$ cat src/rtl/ssr_pulse_former.sv
// ssr_pulse_former
//   Forms the SSR interrogation pulse train (P1, P2/SLS, P3) once per
//   interrogation slot. The P1-to-P3 spacing follows the one-hot mode code.
//   Odd interlace slots are staggered by STAGGER clocks before P1.
//
//   Optional feature macro: SSR_SLS_P2_EN
//     defined   - P2 (SLS) is generated and included in tx_gate
//     undefined - P2 is held 0 and the P2 comparator is not built
//
// Ports
//   clk      in   system clock (20 MHz)
//   rst      in   synchronous reset, active low
//   mode     in   [3:0] one-hot mode: 0001=1, 0010=2, 0100=3A, 1000=C, 0000=none
//   oddeven  in   interlace phase of the current slot
//   stop     in   one-cycle end-of-slot tick
//   p1       out  P1 pulse
//   p2       out  P2 (SLS control) pulse
//   p3       out  P3 pulse
//   tx_gate  out  registered OR of the pulses, drives the modulator gate
//   busy     out  train in progress, including the stagger wait
//   done     out  one-cycle tick after the last P3 cycle
//   bad_mode out  one-cycle tick when a trigger sees a non-one-hot mode
module ssr_pulse_former #(
    parameter int unsigned PW      = 16,
    parameter int unsigned P2_OFS  = 40,
    parameter int unsigned D_M1    = 60,
    parameter int unsigned D_M2    = 100,
    parameter int unsigned D_M3A   = 160,
    parameter int unsigned D_MC    = 420,
    parameter int unsigned STAGGER = 20
) (
    input  logic       clk,
    input  logic       rst,
    input  logic [3:0] mode,
    input  logic       oddeven,
    input  logic       stop,
    output logic       p1,
    output logic       p2,
    output logic       p3,
    output logic       tx_gate,
    output logic       busy,
    output logic       done,
    output logic       bad_mode
);

    localparam int unsigned CW = 10;

    localparam logic [1:0] S_IDLE  = 2'd0;
    localparam logic [1:0] S_WAIT  = 2'd1;
    localparam logic [1:0] S_TRAIN = 2'd2;

    localparam logic [CW-1:0] PW_C       = CW'(PW);
    localparam logic [CW-1:0] STG_LAST_C = CW'(STAGGER - 1);

    logic [1:0]    state_q, state_d;
    logic [CW-1:0] cnt_q, cnt_d;
    logic [CW-1:0] dsp_q, dsp_d;
    logic [3:0]    mode_prev_q;
    logic          stop_prev_q;
    logic          p1_q, p3_q, tx_q;
    logic          end_q, done_q, bad_q;

    logic          trig, trig_ok, trig_bad;
    logic          mode_ok;
    logic [CW-1:0] d_sel;
    logic          last;
    logic          in_train;
    logic          p1_n, p2_n, p3_n;

    // First slot triggers when mode leaves 0, later slots the cycle after stop.
    assign trig     = (mode != '0) && ((mode_prev_q == '0) || stop_prev_q);
    assign trig_ok  = trig && mode_ok;
    assign trig_bad = trig && !mode_ok;

    always_comb begin
        mode_ok = 1'b1;
        d_sel   = '0;
        case (mode)
            4'b0001: d_sel = CW'(D_M1);
            4'b0010: d_sel = CW'(D_M2);
            4'b0100: d_sel = CW'(D_M3A);
            4'b1000: d_sel = CW'(D_MC);
            default: mode_ok = 1'b0;
        endcase
    end

    // One counter serves both the stagger wait and the train position.
    always_comb begin
        state_d = state_q;
        cnt_d   = cnt_q;
        dsp_d   = dsp_q;
        last    = 1'b0;
        if (trig_ok) begin
            dsp_d   = d_sel;
            cnt_d   = '0;
            state_d = (oddeven && (STAGGER > 0)) ? S_WAIT : S_TRAIN;
        end else if (trig_bad) begin
            state_d = S_IDLE;
            cnt_d   = '0;
        end else begin
            case (state_q)
                S_WAIT: begin
                    if (cnt_q == STG_LAST_C) begin
                        state_d = S_TRAIN;
                        cnt_d   = '0;
                    end else begin
                        cnt_d = cnt_q + 1'b1;
                    end
                end
                S_TRAIN: begin
                    if (cnt_q == dsp_q + PW_C - 1'b1) begin
                        state_d = S_IDLE;
                        cnt_d   = '0;
                        last    = 1'b1;
                    end else begin
                        cnt_d = cnt_q + 1'b1;
                    end
                end
                default: begin
                    state_d = S_IDLE;
                    cnt_d   = '0;
                end
            endcase
        end
    end

    // Any trigger kills the pulses of the current train on the next cycle.
    assign in_train = (state_q == S_TRAIN) && !trig;
    assign p1_n     = in_train && (cnt_q < PW_C);
    assign p3_n     = in_train && (cnt_q >= dsp_q) && (cnt_q < dsp_q + PW_C);

`ifdef SSR_SLS_P2_EN
    localparam logic [CW-1:0] P2_OFS_C = CW'(P2_OFS);
    logic p2_q;

    assign p2_n = in_train && (cnt_q >= P2_OFS_C) && (cnt_q < P2_OFS_C + PW_C);

    always_ff @(posedge clk) begin
        if (!rst) p2_q <= 1'b0;
        else      p2_q <= p2_n;
    end

    assign p2 = p2_q;
`else
    // P2_OFS is kept in the parameter list so both builds share one interface.
    logic unused_p2_ofs;
    assign unused_p2_ofs = |CW'(P2_OFS);
    assign p2_n          = 1'b0;
    assign p2            = 1'b0;
`endif

    always_ff @(posedge clk) begin
        if (!rst) begin
            state_q     <= S_IDLE;
            cnt_q       <= '0;
            dsp_q       <= '0;
            mode_prev_q <= '0;
            stop_prev_q <= 1'b0;
            p1_q        <= 1'b0;
            p3_q        <= 1'b0;
            tx_q        <= 1'b0;
            end_q       <= 1'b0;
            done_q      <= 1'b0;
            bad_q       <= 1'b0;
        end else begin
            state_q     <= state_d;
            cnt_q       <= cnt_d;
            dsp_q       <= dsp_d;
            mode_prev_q <= mode;
            stop_prev_q <= stop;
            p1_q        <= p1_n;
            p3_q        <= p3_n;
            tx_q        <= p1_n | p2_n | p3_n;
            // done lags the last P3 output by one cycle; an abort in between drops it.
            end_q       <= last;
            done_q      <= end_q && !trig;
            bad_q       <= trig_bad;
        end
    end

    assign p1       = p1_q;
    assign p3       = p3_q;
    assign tx_gate  = tx_q;
    assign busy     = (state_q != S_IDLE) || end_q;
    assign done     = done_q;
    assign bad_mode = bad_q;

endmodule
$ cat config.mk
export PLATFORM = sky130hd
export DESIGN_NAME = ssr_pulse_former
export DESIGN_NICKNAME = d
export VERILOG_FILES = /design/src/rtl/ssr_pulse_former.sv
export SDC_FILE = /design/constraint.sdc
export NUM_CORES = 1
export LEC_CHECK = 0
export CAP_MARGIN = 10
export CORE_ASPECT_RATIO = 0.7
export CORE_UTILIZATION = 50
export DETAILED_ROUTE_END_ITERATION = 10
export PLACE_DENSITY_LB_ADDON = 0.3
export RECOVER_POWER = 50
export SYNTH_ARGS = -nofsm -noshare
export SYNTH_HDL_FRONTEND = slang
export SYNTH_SLANG_ARGS = --single-unit
$ cat constraint.sdc
create_clock -name clk -period 2.9 [get_ports clk]
set_input_delay 0.435 -clock clk [delete_from_list [all_inputs] [get_ports clk]]
set_output_delay 0.435 -clock clk [all_outputs]
set_load 0.005 [all_outputs]
==> impl_results.md, run 1 <==
- WP data arrival: 2.64 ns
- Port Buffers: 13
- Hold depth: 1
- Worst slew pin tran: 0.7163 ns
- XOR/XNOR Fraction of Synth Area: 0.1043
- Reg-to-Reg End: cnt_q[7]
- Site row count: 18
- Die Ht: 53.18 um
- Slew Viols, Final: 0
- Top_reg_cell synth: dfxtp_1
- Max-cap violations: 0
- Initial detailed-routing violation count: 68
- CTS buffer count: 5
- Achievable Freq: 0.4022 GHz
- Critical-path cell list: ha_1 -> inv_1 -> ha_1 -> nand3b_1 -> a2111o_1 -> a211oi_4 -> a41oi_4 -> o2111ai_4 -> nor2_1
- Clock skew: 0.004616 ns
- Final RePlAce weighted congestion: 0.8324
- Post-synthesis mux area share: 0
- Max Root-Sink Buffers: 2
- Netlist cell types: 45
- Count leader, synth: dfxtp_1
- Final WL: 3.803 mm
- Pre-CTS WS: 0.4298 ns
- Largest family of logic cells by synthesized area: simple AND/OR/NAND/NOR gates
- Clock-pin transition on the worst setup and hold timing paths: 0.06 ns
- P&R area growth vs syn: 13.18%
- DR vias/cell: 5.165
- Most used cell along the critical path: ha_1
- Ys async rst share: 0
- Flops & latches, synth: 29
- Ports: 15
- Final ANT Viol Nets: 0
- Worst Hold End: cnt_q[0]
- Synth Area in Compound Gates: 0.1893
- Clock sinks: 29
- Max stage delay on crit path: 0.43 ns
- Synthesized area per cell: 8.741 um2
- CTS Root Cell: clkbuf_8
- Reg2Reg Depth: 9
- Cells taking the most area after synthesis: dfxtp_1 31%, ha_1 14%, nor2_1 4.4%, inv_1 4.2%, xor2_1 4.2%
- Die Wd: 75.11 um
- Post-Syn Area: 1871 um2
- Largest net degree at the start of global routing: 18
- Most instantiated cells after synthesis: 29 x dfxtp_1, 22 x nor2_1, 21 x ha_1, 21 x inv_1
- Global-route wire length before repair: 6.203 mm
- Final cycle utilization of the critical path: 0.8574
- FF-to-FF setup slack: 0.41 ns
- Worst Hold Class: register to register
- Gr ovfl total: 0
- Critical Path RT: 3.06 ns
- Ant diodes: 0
- CTS resizes: 0
- Vias in the first global route: 1252
- Post-synth EDFFs: 0
- Post-CTS Setup Inserts: 0
- Total GRT Usage: 0.2146
- Initial Util: 0.5257
- DRC viols: 0
- Simple-gate share of the synthesized area: 0.1913
- Final min period: 2.486 ns
- Syn Inst Count: 214
- Worst r2r src: dsp_q[5]
- DIE AREA: 3994 um2
- Critical path class: register to register
- Min-delay src: cnt_q[0]
- Worst Path Max Fanout: 10
- Pwr/cell area: 392.6 nW/um2
- Adder-Cell Fraction of Synth Area: 0.1405
- Nets: 257
- Vias post-DR: 1441
- Proportion of layout cells with a drive suffix above 1: 0.05240
- Worst IR Drop VDD: 234.9 uV
- Crit. End Element: register
- Sequential share of the synthesized area: 0.3104
- Slew margin rel.: 0.5225
- RSZ-0062 raised after global routing: false
- Endpoints failing setup: 0
- Final worst slack: 0.4137 ns
- Post-synth top area cell: dfxtp_1
- Yosys warning count: 0
- Setup tns final: 0 ns
- HPWL Detailed: 2.892 mm
- CTS tree: built
- Synth top area share: 0.3104
- CP max stage cell: a2111o_1
- Core Region: 3558 um2
- Syn_nets: 243
- Status: finished clean
- Final-report hold violation count: 0
- Wire length per cell: 13.63 um
- Clock latency on the worst-skew pair: 0.28 ns
- Worst setup SP type: register
- CTS Hold Bufs: 0
- Initial antenna violation count: 0
- H-tree Lvls: 2
- Lkg Pwr: 0.8737 nW
- Router iterations before antenna repair: 4
power breakdown:
part           leakage, nW  switching (mW)  internal [mW]
clock network       0.0395           0.147          0.170
logic                0.598          0.0539         0.0435
registers            0.236         0.00802          0.409
registers in the layout, indices dropped and copies added, names as in the netlist:
name         cells
stop_prev_q      1
mode_prev_q      4
bad_mode         1
state_q          2
end_q            1
dsp_q            6
p1               1
cnt_q           10
tx_gate          1
done             1
p3               1
cell usage in the layout (no fill, tap or decap), types with 2 or more instances in the layout:
cell type	synthesis	routed
a21boi_0	3	3
inv_1	21	21
nand3_1	8	8
dfxtp_1	29	29
and2_1	5	3
a21o_1	3	3
o211ai_1	5	5
nor4_1	2	2
xor2_1	9	9
o211a_1	2	2
o21ai_0	11	11
a41oi_1	2	2
nand2b_1	2	2
nor2b_1	2	2
nand2_1	11	11
and2_0	1	3
nand3b_1	2	2
o21a_1	2	2
a21oi_1	6	6
dlygate4sd3_1	0	8
xnor2_1	8	8
ha_1	21	21
clkbuf_8	0	5
nand4_1	2	2
clkbuf_1	4	4
clkdlybuf4s50_1	0	5
nor3_1	4	4
nor2_1	22	22
and3_1	6	6
routing by layer:
layer	share of wire	routed length, um	global-route usage	vias to the layer above
li1	-	-	-	761
met1	0.55	2092	0.3368	641
met2	0.39	1471	0.2733	32
met3	0.052	199	0.05333	7
met4	0.010	39	0.06604	0
met5	0	0	0	-
per-stage QoR:
step / cell area, um2 / instances / power, mW / hold slack [ns] / util
floorplan: 1871 / 214 / 0.4907 / 0.4372 / -
global placement: 2041 / 271 / 0.5221 / 0.4648 / 0.5735
detailed placement: 2041 / 271 / 0.5243 / 0.4660 / 0.5735
CTS: 2121 / 279 / 0.8418 / 0.4842 / 0.5960
global route: 2117 / 279 / 0.8666 / 0.5179 / 0.5949
finish: 2117 / 279 / 0.8311 / 0.4845 / 0.5949
critical path: cells and delay by family (launching register included):
family                   cells  cell delay [ns]
AO/OA/AOI/OAI                4             1.20
adder cells (fa/ha/maj)      2             0.58
buffers and inverters        1             0.04
flip-flops                   1             0.36
AND/OR/NAND/NOR              2             0.18
layout make-up:
class	instances	area, um2
fill	336	1441
multi-input combinational	156	1174
sequential	29	580.6
timing repair buffer	15	141.4
clock buffer	8	80.08
inverter	21	78.83
tap	50	62.56
worst max path at each step:
| stage | start | end | slack (ns) | depth (start not counted) |
|---|---|---|---|---|
| after global routing | dsp_q[4] | cnt_q[9] | 0.24 | 9 |
| after CTS | dsp_q[5] | cnt_q[6] | 0.41 | 9 |
| after floorplan | dsp_q[4] | state_q[1] | 0.63 | 9 |
| after global placement | mode[0] | state_q[1] | 0.50 | 7 |
| after detailed placement | dsp_q[4] | cnt_q[6] | 0.43 | 9 |
| final | dsp_q[5] | cnt_q[7] | 0.41 | 9 |
cell families after synthesis:
family / Yosys count
compound gates: 44
xor+xnor: 19
fa+ha+maj: 21
buf+inv: 29
flops: 29
other cells: 1
simple gates: 71
No activity file was read; power rests on OpenSTA's default activity.
==> run 2: changes to the inputs <==
--- a/config.mk
+++ b/config.mk
@@ -8,6 +8,7 @@
 export CAP_MARGIN = 10
 export CORE_ASPECT_RATIO = 0.7
 export CORE_UTILIZATION = 50
+export CTS_CLUSTER_DIAMETER = 50
 export DETAILED_ROUTE_END_ITERATION = 10
 export PLACE_DENSITY_LB_ADDON = 0.3
 export RECOVER_POWER = 50
==> results of run 2 <==
The final DEF is identical to that of run 1; final timing and power are the same.
==> run 3: changes to the inputs <==
--- a/config.mk
+++ b/config.mk
@@ -5,6 +5,7 @@
 export SDC_FILE = /design/constraint.sdc
 export NUM_CORES = 1
 export LEC_CHECK = 0
+export ABC_AREA = 1
 export CAP_MARGIN = 10
 export CORE_ASPECT_RATIO = 0.7
 export CORE_UTILIZATION = 50
==> run 3 against run 2 <==
Against the previous run:
- power grew 6.3%
- clock skew barely moved
- area after synthesis up 3.1%
- synthesized cell count grew 23%
- utilization increased by 0.78 points
- register-to-register slack gained 0.40 ns
- routed wire length up 7.8%
- largest power group unchanged
- highest routed layer unchanged
==> impl_results.md, run 3 <==
- Endpoints failing setup: 0 (unchanged)
- Port Buffers: 13 (unchanged)
- H-tree Lvls: 2 (unchanged)
- Ys async rst share: 0 (unchanged)
- Max stage delay on crit path: 0.48 ns (+0.05 ns)
- P&R area growth vs syn: 12.65%
- WP data arrival: 2.26 ns (-0.38 ns)
- DR vias/cell: 5.036 (-2.5%)
- Most instantiated cells after synthesis: 51 x nand2_1, 42 x inv_1, 29 x dfxtp_1
- Post-synth top area cell: dfxtp_1
- Hold depth: 1 (unchanged)
- Final cycle utilization of the critical path: 0.7192 (-0.1382)
- Clock latency on the worst-skew pair: 0.28 ns (about the same)
- Min-delay src: cnt_q[0]
- Initial antenna violation count: 0 (unchanged)
- Sequential share of the synthesized area: 0.3011 (-0.009265)
- Vias in the first global route: 1490 (+19%)
- Ports: 15 (unchanged)
- CP max stage cell: dfxtp_1
- Crit. End Element: register
- Post-Syn Area: 1928 um2 (+3.1%)
- Wire length per cell: 12.39 um (-9.1%)
- Ant diodes: 0 (unchanged)
- Core Region: 3603 um2 (+1.3%)
- Max Root-Sink Buffers: 2 (unchanged)
- Router iterations before antenna repair: 4 (unchanged)
- Syn_nets: 293 (+21%)
- Final-report hold violation count: 0 (unchanged)
- RSZ-0062 raised after global routing: false
- Top_reg_cell synth: dfxtp_1
- Worst IR Drop VDD: 327.7 uV (+39%)
- Reg-to-Reg End: cnt_q[8]
- Most frequent cells in the layout: 52 x nand2_1, 42 x inv_1, 29 x dfxtp_1
- Largest net degree at the start of global routing: 11 (-7)
- Proportion of layout cells with a drive suffix above 1: 0.1423 (+0.08995)
- Final worst slack: 0.8144 ns (+0.4007 ns)
- Status: finished clean
- Critical Path RT: 3.07 ns (about the same)
- Global-route wire length before repair: 6.969 mm (+12%)
- Critical path class: register to register
- Max FFs per register: 10 (unchanged)
- Yosys warning count: 0 (unchanged)
- Total GRT Usage: 0.2268 (+0.01217)
- Worst Hold End: cnt_q[0]
- Flops & latches, synth: 29 (unchanged)
- Worst Path Max Fanout: 10 (unchanged)
- FF-to-FF setup slack: 0.81 ns (+0.40 ns)
- Top flop regs: cnt_q (10), dsp_q (6), mode_prev_q (4)
- Critical-path cell list: inv_1 -> ha_1 -> inv_1 -> nand2_1 -> nand2_1 -> nor2_1 -> nand3_1 -> nor2_2 -> nand3_2 -> nand2_2 -> nand2_4 -> nand3_4 -> nor2_2
- Reg2Reg Depth: 13 (+4)
- Final core occ: 0.6028 (+0.007841)
- Max-cap violations: 0 (unchanged)
- Setup tns final: 0 ns (unchanged)
- Nets: 310 (+21%)
- HPWL Detailed: 3.225 mm (+12%)
- CTS buffer count: 5 (unchanged)
- Pre-CTS WS: 0.7581 ns (+0.3283 ns)
- Worst Path Buf+Inv: 2 (+1)
- Placed insts: 324 (+20%)
- Final RePlAce weighted congestion: 0.8411 (+1.0%)
- Final WL: 4.101 mm (+7.8%)
- Commonest non-fill, non-tap cell in the layout: nand2_1
- Clock-pin transition on the worst setup and hold timing paths: 0.06 ns (about the same)
- Die Wd: 76.22 um (+1.5%)
- Worst r2r src: dsp_q[4]
- Pwr/cell area: 406.8 nW/um2 (+3.6%)
- Clock sinks: 29 (unchanged)
- Synth top area share: 0.3011 (-0.009265)
- CTS Root Cell: clkbuf_8
- Post-CTS Setup Inserts: 0 (unchanged)
- Slew Viols, Final: 0 (unchanged)
- Die Ht: 53.96 um (+1.5%)
- Netlist cell types: 30 (-33%)
- Initial detailed-routing violation count: 98 (+44%)
- Post-Layout Cell Count: 331 (+19%)
- Vias post-DR: 1667 (+16%)
- Cells taking the most area after synthesis: dfxtp_1 30%, ha_1 14%, nand2_1 9.9%, inv_1 8.2%, nand3_1 5.2%
- Lkg Pwr: 0.9779 nW (+12%)
- Post-synth EDFFs: 0 (unchanged)
- Top reg by flops: cnt_q
- CTS tree: built
- Syn Inst Count: 264 (+23%)
- Site row count: 18 (unchanged)
- Achievable Freq: 0.4795 GHz (+19%)
- Gr ovfl total: 0 (unchanged)
- DRC viols: 0 (unchanged)
- Initial Util: 0.5351 (+0.009401)
- Worst Hold Class: register to register
- Worst setup SP type: register
- Synthesized area per cell: 7.303 um2 (-16%)
- Clock skew: 0.004152 ns (-0.0004639 ns)
- DIE AREA: 4112 um2 (+3.0%)
- Count leader, synth: nand2_1
- CP delay by family, top: simple AND/OR/NAND/NOR gates
- Final ANT Viol Nets: 0 (unchanged)
- CTS resizes: 0 (unchanged)
- Final min period: 2.086 ns (-0.4007 ns)
- CTS Hold Bufs: 0 (unchanged)
## run 3: changes by cell type in the layout (fill, tap and decap cells not counted), moves of 4 or more
cell and change:
nand2_1 +41, inv_1 +21, nand3_1 +12, nor2_2 +12, nand2_2 +8, xnor2_1 -8, nand4_1 +7, and3_1 -6
o211ai_1 -5, o21ai_0 -5, xor2_1 -4
## run 3: worst max-delay path by stage
stage                     cells past startpoint  slack, ns     start       end
final                                        13       0.81  dsp_q[4]  cnt_q[8]
after global routing                         13       0.65  dsp_q[4]  cnt_q[7]
after CTS                                    13       0.81  dsp_q[4]  cnt_q[8]
after detailed placement                      7       0.76       rst   tx_gate
after global placement                        7       0.83       rst        p3
after floorplan                              12       1.10  dsp_q[4]  cnt_q[6]
## run 3: area by class of cell
type                    count  area, um2
inverters                  47      178.9
flip-flops and latches     29      580.6
well taps                  50      62.56
multi-input cells         185       1134
clock buffers               7      86.33
fillers                   331       1431
repair buffers             13      130.1
## run 3: logic make-up (layout without fill, tap and decap cells)
family                   after synthesis  after routing  share of synthesized area
AND/OR/NAND/NOR                      137            137                     0.3647
buffers and inverters                 50             67                     0.1084
flip-flops                            29             29                     0.3011
adder cells (fa/ha/maj)               21             21                     0.1363
AO/OA/AOI/OAI                         21             21                    0.06489
other                                  1              1                   0.001945
XOR/XNOR                               5              5                    0.02271
## run 3: worst reg2reg max path, stage by stage, from the launching register on
cell and delay, ns:
dfxtp_1 0.48, inv_1 0.20, ha_1 0.33, inv_1 0.04
nand2_1 0.05, nand2_1 0.04, nor2_1 0.12, nand3_1 0.11
nor2_2 0.10, nand3_2 0.11, nand2_2 0.10, nand2_4 0.07
nand3_4 0.17, nor2_2 0.06
## run 3: metrics by stage
stage / area (um2) / total power, mW / hold WS, ns
2_1_floorplan: 1928 / 0.5196 / 0.4237
3_3_place_gp: 2091 / 0.5535 / 0.4456
3_5_place_dp: 2091 / 0.5561 / 0.4540
4_1_cts: 2177 / 0.8886 / 0.4700
5_1_grt: 2172 / 0.9227 / 0.4755
6_report: 2172 / 0.8836 / 0.4657
## run 3: metal layers
layer,wire length (um),track usage,vias up
li1,-,-,878
met1,2209,0.3217,742
met2,1600,0.3408,39
met3,229,0.04576,8
met4,62,0.08654,0
met5,0,0,-
## run 3: power breakdown
group | switching (mW) | internal [mW]
sequential | 0.0136 | 0.411
clock | 0.148 | 0.188
combinational | 0.0732 | 0.0500
total | 0.235 | 0.649
==> patch 1: new RTL, settings of run 2 <==
`CW`: 10 -> 20.
--- a/src/rtl/ssr_pulse_former.sv
+++ b/src/rtl/ssr_pulse_former.sv
@@ -43,7 +43,7 @@
     output logic       bad_mode
 );
 
-    localparam int unsigned CW = 10;
+    localparam int unsigned CW = 20;
 
     localparam logic [1:0] S_IDLE  = 2'd0;
     localparam logic [1:0] S_WAIT  = 2'd1;
Behaviour: no difference found for any inputs over 10 cycles, from zero or initial values and one cycle with rst low; that may be too few to reach the edited logic, so the function may still have changed.
==> patch 1 against run 2 <==
Clock skew grew 0.0018 ns; total power increased by 36%; global-route usage grew 1.2 points; core utilization up 0.65 points; worst setup slack got worse by 0.24 ns; sequential cell count is 10 higher; non-clock buffer count increased by 4; area after synthesis increased by 27%; cell area rose by 27%; first-iteration DRC count grew to 3.1 times the old value; sequential power rose by 33%; wire length increased by 38%; combinational power rose by 19%; critical endpoint is now state_q[1]; largest cell class unchanged.
==> patch 1: results (changes against run 2) <==
wl_met1_um: 2757  # +32%
ys_seq_area_frac: 0.3274  # +0.01702
grt_pass1_wl_um: 8763  # +41%
drtIter0Drc: 211  # +210%
max_stage_delay_ns: 0.44
cts_root_buf: "clkbuf_8"
slew_headroom: 0.6333  # +0.1108
place_congestion: 0.8511  # +2.2%
routed_wl_um: 5242  # +38%
power_density_mw_per_mm2: 422.2  # +7.6%
synth_ff_type: "dfxtp_1"
place_area_mm2: 0.002576  # +26%
grt_use_met3: 0.05110  # -0.002228
syn_inst: 273  # +28%
fillCellCount: 397  # +18%
clock_skew_ns: 0.006385  # +0.001770 ns
largestPowerGroup: "sequential cells"
fin_cells: 344  # +23%
synth_common_cells: "dfxtp_1, ha_1, nor3_1"
post-place-ws_ns: 0.1788  # -0.2509 ns
irDropWorstVdd_uv: 285.3  # +21%
globalRouteMet1Util: 0.3362  # -0.0006186
reg.largest.list: "cnt_q (20), dsp_q (6), mode_prev_q (4)"
insertedDiodeCount: 0  # unchanged
crit_path_max_fanout: 21  # +11
dr.pass1.iters: 5  # +1
cts_buffer_depth: 2  # unchanged
ys_top_cells_by_area: "dfxtp_1, ha_1, xor2_1"
clkPwrFrac: 0.409  # +0.028
final_nets: 319  # +24%
met2_length_um: 2102  # +43%
layout-drive-gt1-share: 0.06574  # +0.01334
powerSeq_mw: 0.553  # +33%
clk_pin_slew_worst_paths_ns: 0.08  # +0.02 ns
ys_types: 50  # +11%
synth_top_area_frac: 0.3274  # +0.01702
grt_max_degree: 22  # +4
arrival_ns: 2.97  # +0.33 ns
switching_power_mw: 0.2790  # +34%
crit_path_top_delay_cell: "dfxtp_1"
track_usage: 0.2266  # +0.01199
status: "finished, final reports clean"
via_count: 1971  # +37%
grt.met2_usage: 0.3136  # +0.04032
p_leak_nw: 1.076  # +23%
place_hpwl_um: 3889  # +34%
grt_pass1_vias: 1813  # +45%
dr_wl_met3_um: 323  # +62%
-- patch 1: cell count changes in the layout (fill, tap and decap cells not counted), sizes merged, moves of 4 or more --
cell / before / now
o211ai: 5 / 1
buf: 1 / 6
clkbuf: 9 / 5
xor2: 9 / 17
dfxtp: 29 / 39
or4: 0 / 4
a21oi: 7 / 11
nor2: 22 / 18
nor3: 4 / 23
o21ai: 11 / 7
nand3: 8 / 17
-- patch 1: worst max-delay path, delay by kind of cell (launching register included) --
kind | cells | cell delay (ns)
AND/OR/NAND/NOR | 4 | 0.77
AO/OA/AOI/OAI | 3 | 0.69
flip-flops | 1 | 0.44
adder cells (fa/ha/maj) | 1 | 0.34
buffers and inverters | 2 | 0.30
XOR/XNOR | 1 | 0.13
-- patch 1: worst paths after layout --
kind / startpoint / end / slack [ns] / cells past startpoint
max: dsp_q[6] / state_q[1] / 0.17 / 11
min: end_q / done / 0.48 / 1
max reg2reg: dsp_q[6] / state_q[1] / 0.17 / 11
min reg2reg: end_q / done / 0.48 / 1
-- patch 1: layout make-up --
type	instances	area (µm²)	share of cell area
Sequential cell	39	780.7	0.2915
Timing Repair Buffer	19	178.9	0.06679
Tap cell	55	68.82	0.02569
Clock buffer	5	68.82	0.02569
Inverter	19	71.32	0.02662
Multi-Input combinational cell	204	1466	0.5474
Clock inverter	3	43.79	0.01635
-- patch 1: cells by family after synthesis --
kind of cell / Yosys count / share of synthesized area
multiplexers: 2 / 0.008395
adder cells (fa/ha/maj): 23 / 0.1207
flip-flops: 39 / 0.3274
XOR/XNOR: 30 / 0.1312
buffers and inverters: 31 / 0.05351
AND/OR/NAND/NOR: 105 / 0.2330
AO/OA/AOI/OAI: 42 / 0.1244
other: 1 / 0.001572
==> patch 2: new RTL, settings of run 2 <==
Without the edit above. Register the inputs `mode`, `oddeven` and `stop` before use, without a reset. The logic sees them one clock later. Comments in the files are not updated.
--- a/src/rtl/ssr_pulse_former.sv
+++ b/src/rtl/ssr_pulse_former.sv
@@ -52,6 +52,16 @@
     localparam logic [CW-1:0] PW_C       = CW'(PW);
     localparam logic [CW-1:0] STG_LAST_C = CW'(STAGGER - 1);
 
+    logic [3:0] mode_q;
+    logic oddeven_q;
+    logic stop_q;
+
+    always_ff @(posedge clk) begin
+        mode_q    <= mode;
+        oddeven_q <= oddeven;
+        stop_q    <= stop;
+    end
+
     logic [1:0]    state_q, state_d;
     logic [CW-1:0] cnt_q, cnt_d;
     logic [CW-1:0] dsp_q, dsp_d;
@@ -68,14 +78,14 @@
     logic          p1_n, p2_n, p3_n;
 
     // First slot triggers when mode leaves 0, later slots the cycle after stop.
-    assign trig     = (mode != '0) && ((mode_prev_q == '0) || stop_prev_q);
+    assign trig     = (mode_q != '0) && ((mode_prev_q == '0) || stop_prev_q);
     assign trig_ok  = trig && mode_ok;
     assign trig_bad = trig && !mode_ok;
 
     always_comb begin
         mode_ok = 1'b1;
         d_sel   = '0;
-        case (mode)
+        case (mode_q)
             4'b0001: d_sel = CW'(D_M1);
             4'b0010: d_sel = CW'(D_M2);
             4'b0100: d_sel = CW'(D_M3A);
@@ -93,7 +103,7 @@
         if (trig_ok) begin
             dsp_d   = d_sel;
             cnt_d   = '0;
-            state_d = (oddeven && (STAGGER > 0)) ? S_WAIT : S_TRAIN;
+            state_d = (oddeven_q && (STAGGER > 0)) ? S_WAIT : S_TRAIN;
         end else if (trig_bad) begin
             state_d = S_IDLE;
             cnt_d   = '0;
@@ -166,8 +176,8 @@
             state_q     <= state_d;
             cnt_q       <= cnt_d;
             dsp_q       <= dsp_d;
-            mode_prev_q <= mode;
-            stop_prev_q <= stop;
+            mode_prev_q <= mode_q;
+            stop_prev_q <= stop_q;
             p1_q        <= p1_n;
             p3_q        <= p3_n;
             tx_q        <= p1_n | p2_n | p3_n;
Check against the original RTL: not equivalent (Yosys sat finds a counterexample within 4 cycles, from zero or initial values and one cycle with rst low).
==> patch 2 against run 2 <==
Sequential power increased by 23%; largest power group unchanged; total power increased by 14%; count of clock-buffer cells in the layout decreased by 3; combinational power decreased by 5.2%; wire length increased by 2.7%; worst setup slack improved by 0.10 ns; cell area increased by 6.3%; non-clock buffer count decreased by 2; hold slack got worse by 0.049 ns; area after synthesis increased by 8.2%; sequential cell count increased by 6; core utilization increased by 1.4 points; clock power increased by 9.5%.
==> patch 2: results (changes against run 2) <==
rr_worst_depth: 7  # -2
max_stage_delay_ns: 0.45  # +0.02 ns
arrival_ns: 2.55  # -0.09 ns
clock_skew_ns: 0.005237  # +0.0006210 ns
layout-drive-gt1-share: 0.08120  # +0.02879
p_leak_nw: 0.8942  # +2.4%
grt_pass1_vias: 1407  # +12%
status: "finished, final reports clean"
track_usage: 0.2044  # -0.01020
p_sw_frac: 0.2595  # +0.008469
ys_seq_area_frac: 0.3461  # +0.03574
fillCellCount: 323  # -3.9%
syn-num-nets: 249  # +2.5%
place_congestion: 0.8207  # -1.4%
regToRegSetupSlack_ns: 0.51  # +0.10 ns
place_area_mm2: 0.002173  # +6.5%
ys_top_cells_by_area: "dfxtp_1, ha_1, xnor2_1"
grt_pass1_wl_um: 6713  # +8.2%
irDropWorstVdd_uv: 325.3  # +38%
worst_pin_slew_ns: 0.6940  # -0.02224 ns
synth_common_cells: "dfxtp_1, ha_1, inv_1"
grt_max_degree: 17  # -1
avgViaCountPerCell: 5.458  # +5.7%
r2r-start: "dsp_q[4]"
crit_path_top_delay_cell: "xor3_4"
routed_wl_um: 3904  # +2.7%
-- patch 2: changes by cell type after synthesis, sizes merged, moves of 3 or more --
| cell | run 2 | this run |
|---|---|---|
| nor3 | 4 | 12 |
| nand4b | 1 | 4 |
| inv | 21 | 16 |
| o41ai | 0 | 3 |
| a21oi | 7 | 12 |
| nor2 | 22 | 13 |
| dfxtp | 29 | 35 |
| o211ai | 5 | 1 |
| a41oi | 3 | 0 |
| nand3 | 8 | 13 |
-- patch 2: area by class of cell --
| class | instances | area (µm²) | share of cell area |
|---|---|---|---|
| Timing Repair Buffer | 13 | 130.1 | 0.05784 |
| Clock buffer | 5 | 68.82 | 0.03059 |
| Clock inverter | 3 | 15.01 | 0.006674 |
| Inverter | 16 | 60.06 | 0.02670 |
| Tap cell | 50 | 62.56 | 0.02781 |
| Sequential cell | 35 | 700.7 | 0.3115 |
| Multi-Input combinational cell | 162 | 1212 | 0.5389 |
-- patch 2: kinds of logic after synthesis --
group	count (synthesis)	synth area share
AO/OA/AOI/OAI	42	0.1545
XOR/XNOR	19	0.1001
adder cells (fa/ha/maj)	21	0.1298
buffers and inverters	23	0.05130
flip-flops	35	0.3461
multiplexers	1	0.005562
other	1	0.001852
AND/OR/NAND/NOR	78	0.2108
-- patch 2: power groups by stage --
stage | Sequential, mW | Combinational (mW) | Clock [mW]
4_1_cts | 0.512 | 0.0956 | 0.351
3_3_place_gp | 0.522 | 0.0938 | 0
3_5_place_dp | 0.523 | 0.0948 | 0
6_report | 0.512 | 0.0923 | 0.347
2_1_floorplan | 0.513 | 0.0730 | 0
5_1_grt | 0.514 | 0.102 | 0.380
-- patch 2: critical path, delay by kind of cell (launching register included) --
| family | cells | cell delay, ns |
|---|---|---|
| xor gates and xnor gates | 2 | 0.76 |
| and+or+nand+nor | 2 | 0.31 |
| adders and majority gates | 1 | 0.24 |
| AOI/OAI and AO/OA | 2 | 0.57 |
| DFF | 1 | 0.37 |
-- patch 2: worst min-delay path by stage --
stage / cells after the start / startpoint / slack (ns) / to
after floorplan: 1 / stop_q / 0.41 / stop_prev_q
after global routing: 1 / stop_q / 0.45 / stop_prev_q
after CTS: 1 / stop_q / 0.44 / stop_prev_q
after detailed placement: 1 / stop_q / 0.42 / stop_prev_q
after global placement: 1 / stop_q / 0.41 / stop_prev_q
final: 1 / stop_q / 0.44 / stop_prev_q
-- patch 2: layer usage --
layer / part of all wire / GRT usage
met2: 0.37 / 0.2544
met1: 0.57 / 0.3148
met3: 0.040 / 0.05124
met4: 0.022 / 0.1032
met5: 0 / 0
-- patch 2: through the flow --
stage,setup WS (ns),instances
2_1_floorplan,0.8326,220
3_5_place_dp,0.5677,276
6_report,0.5136,284
3_3_place_gp,0.6568,276
4_1_cts,0.5458,284
5_1_grt,0.3087,284
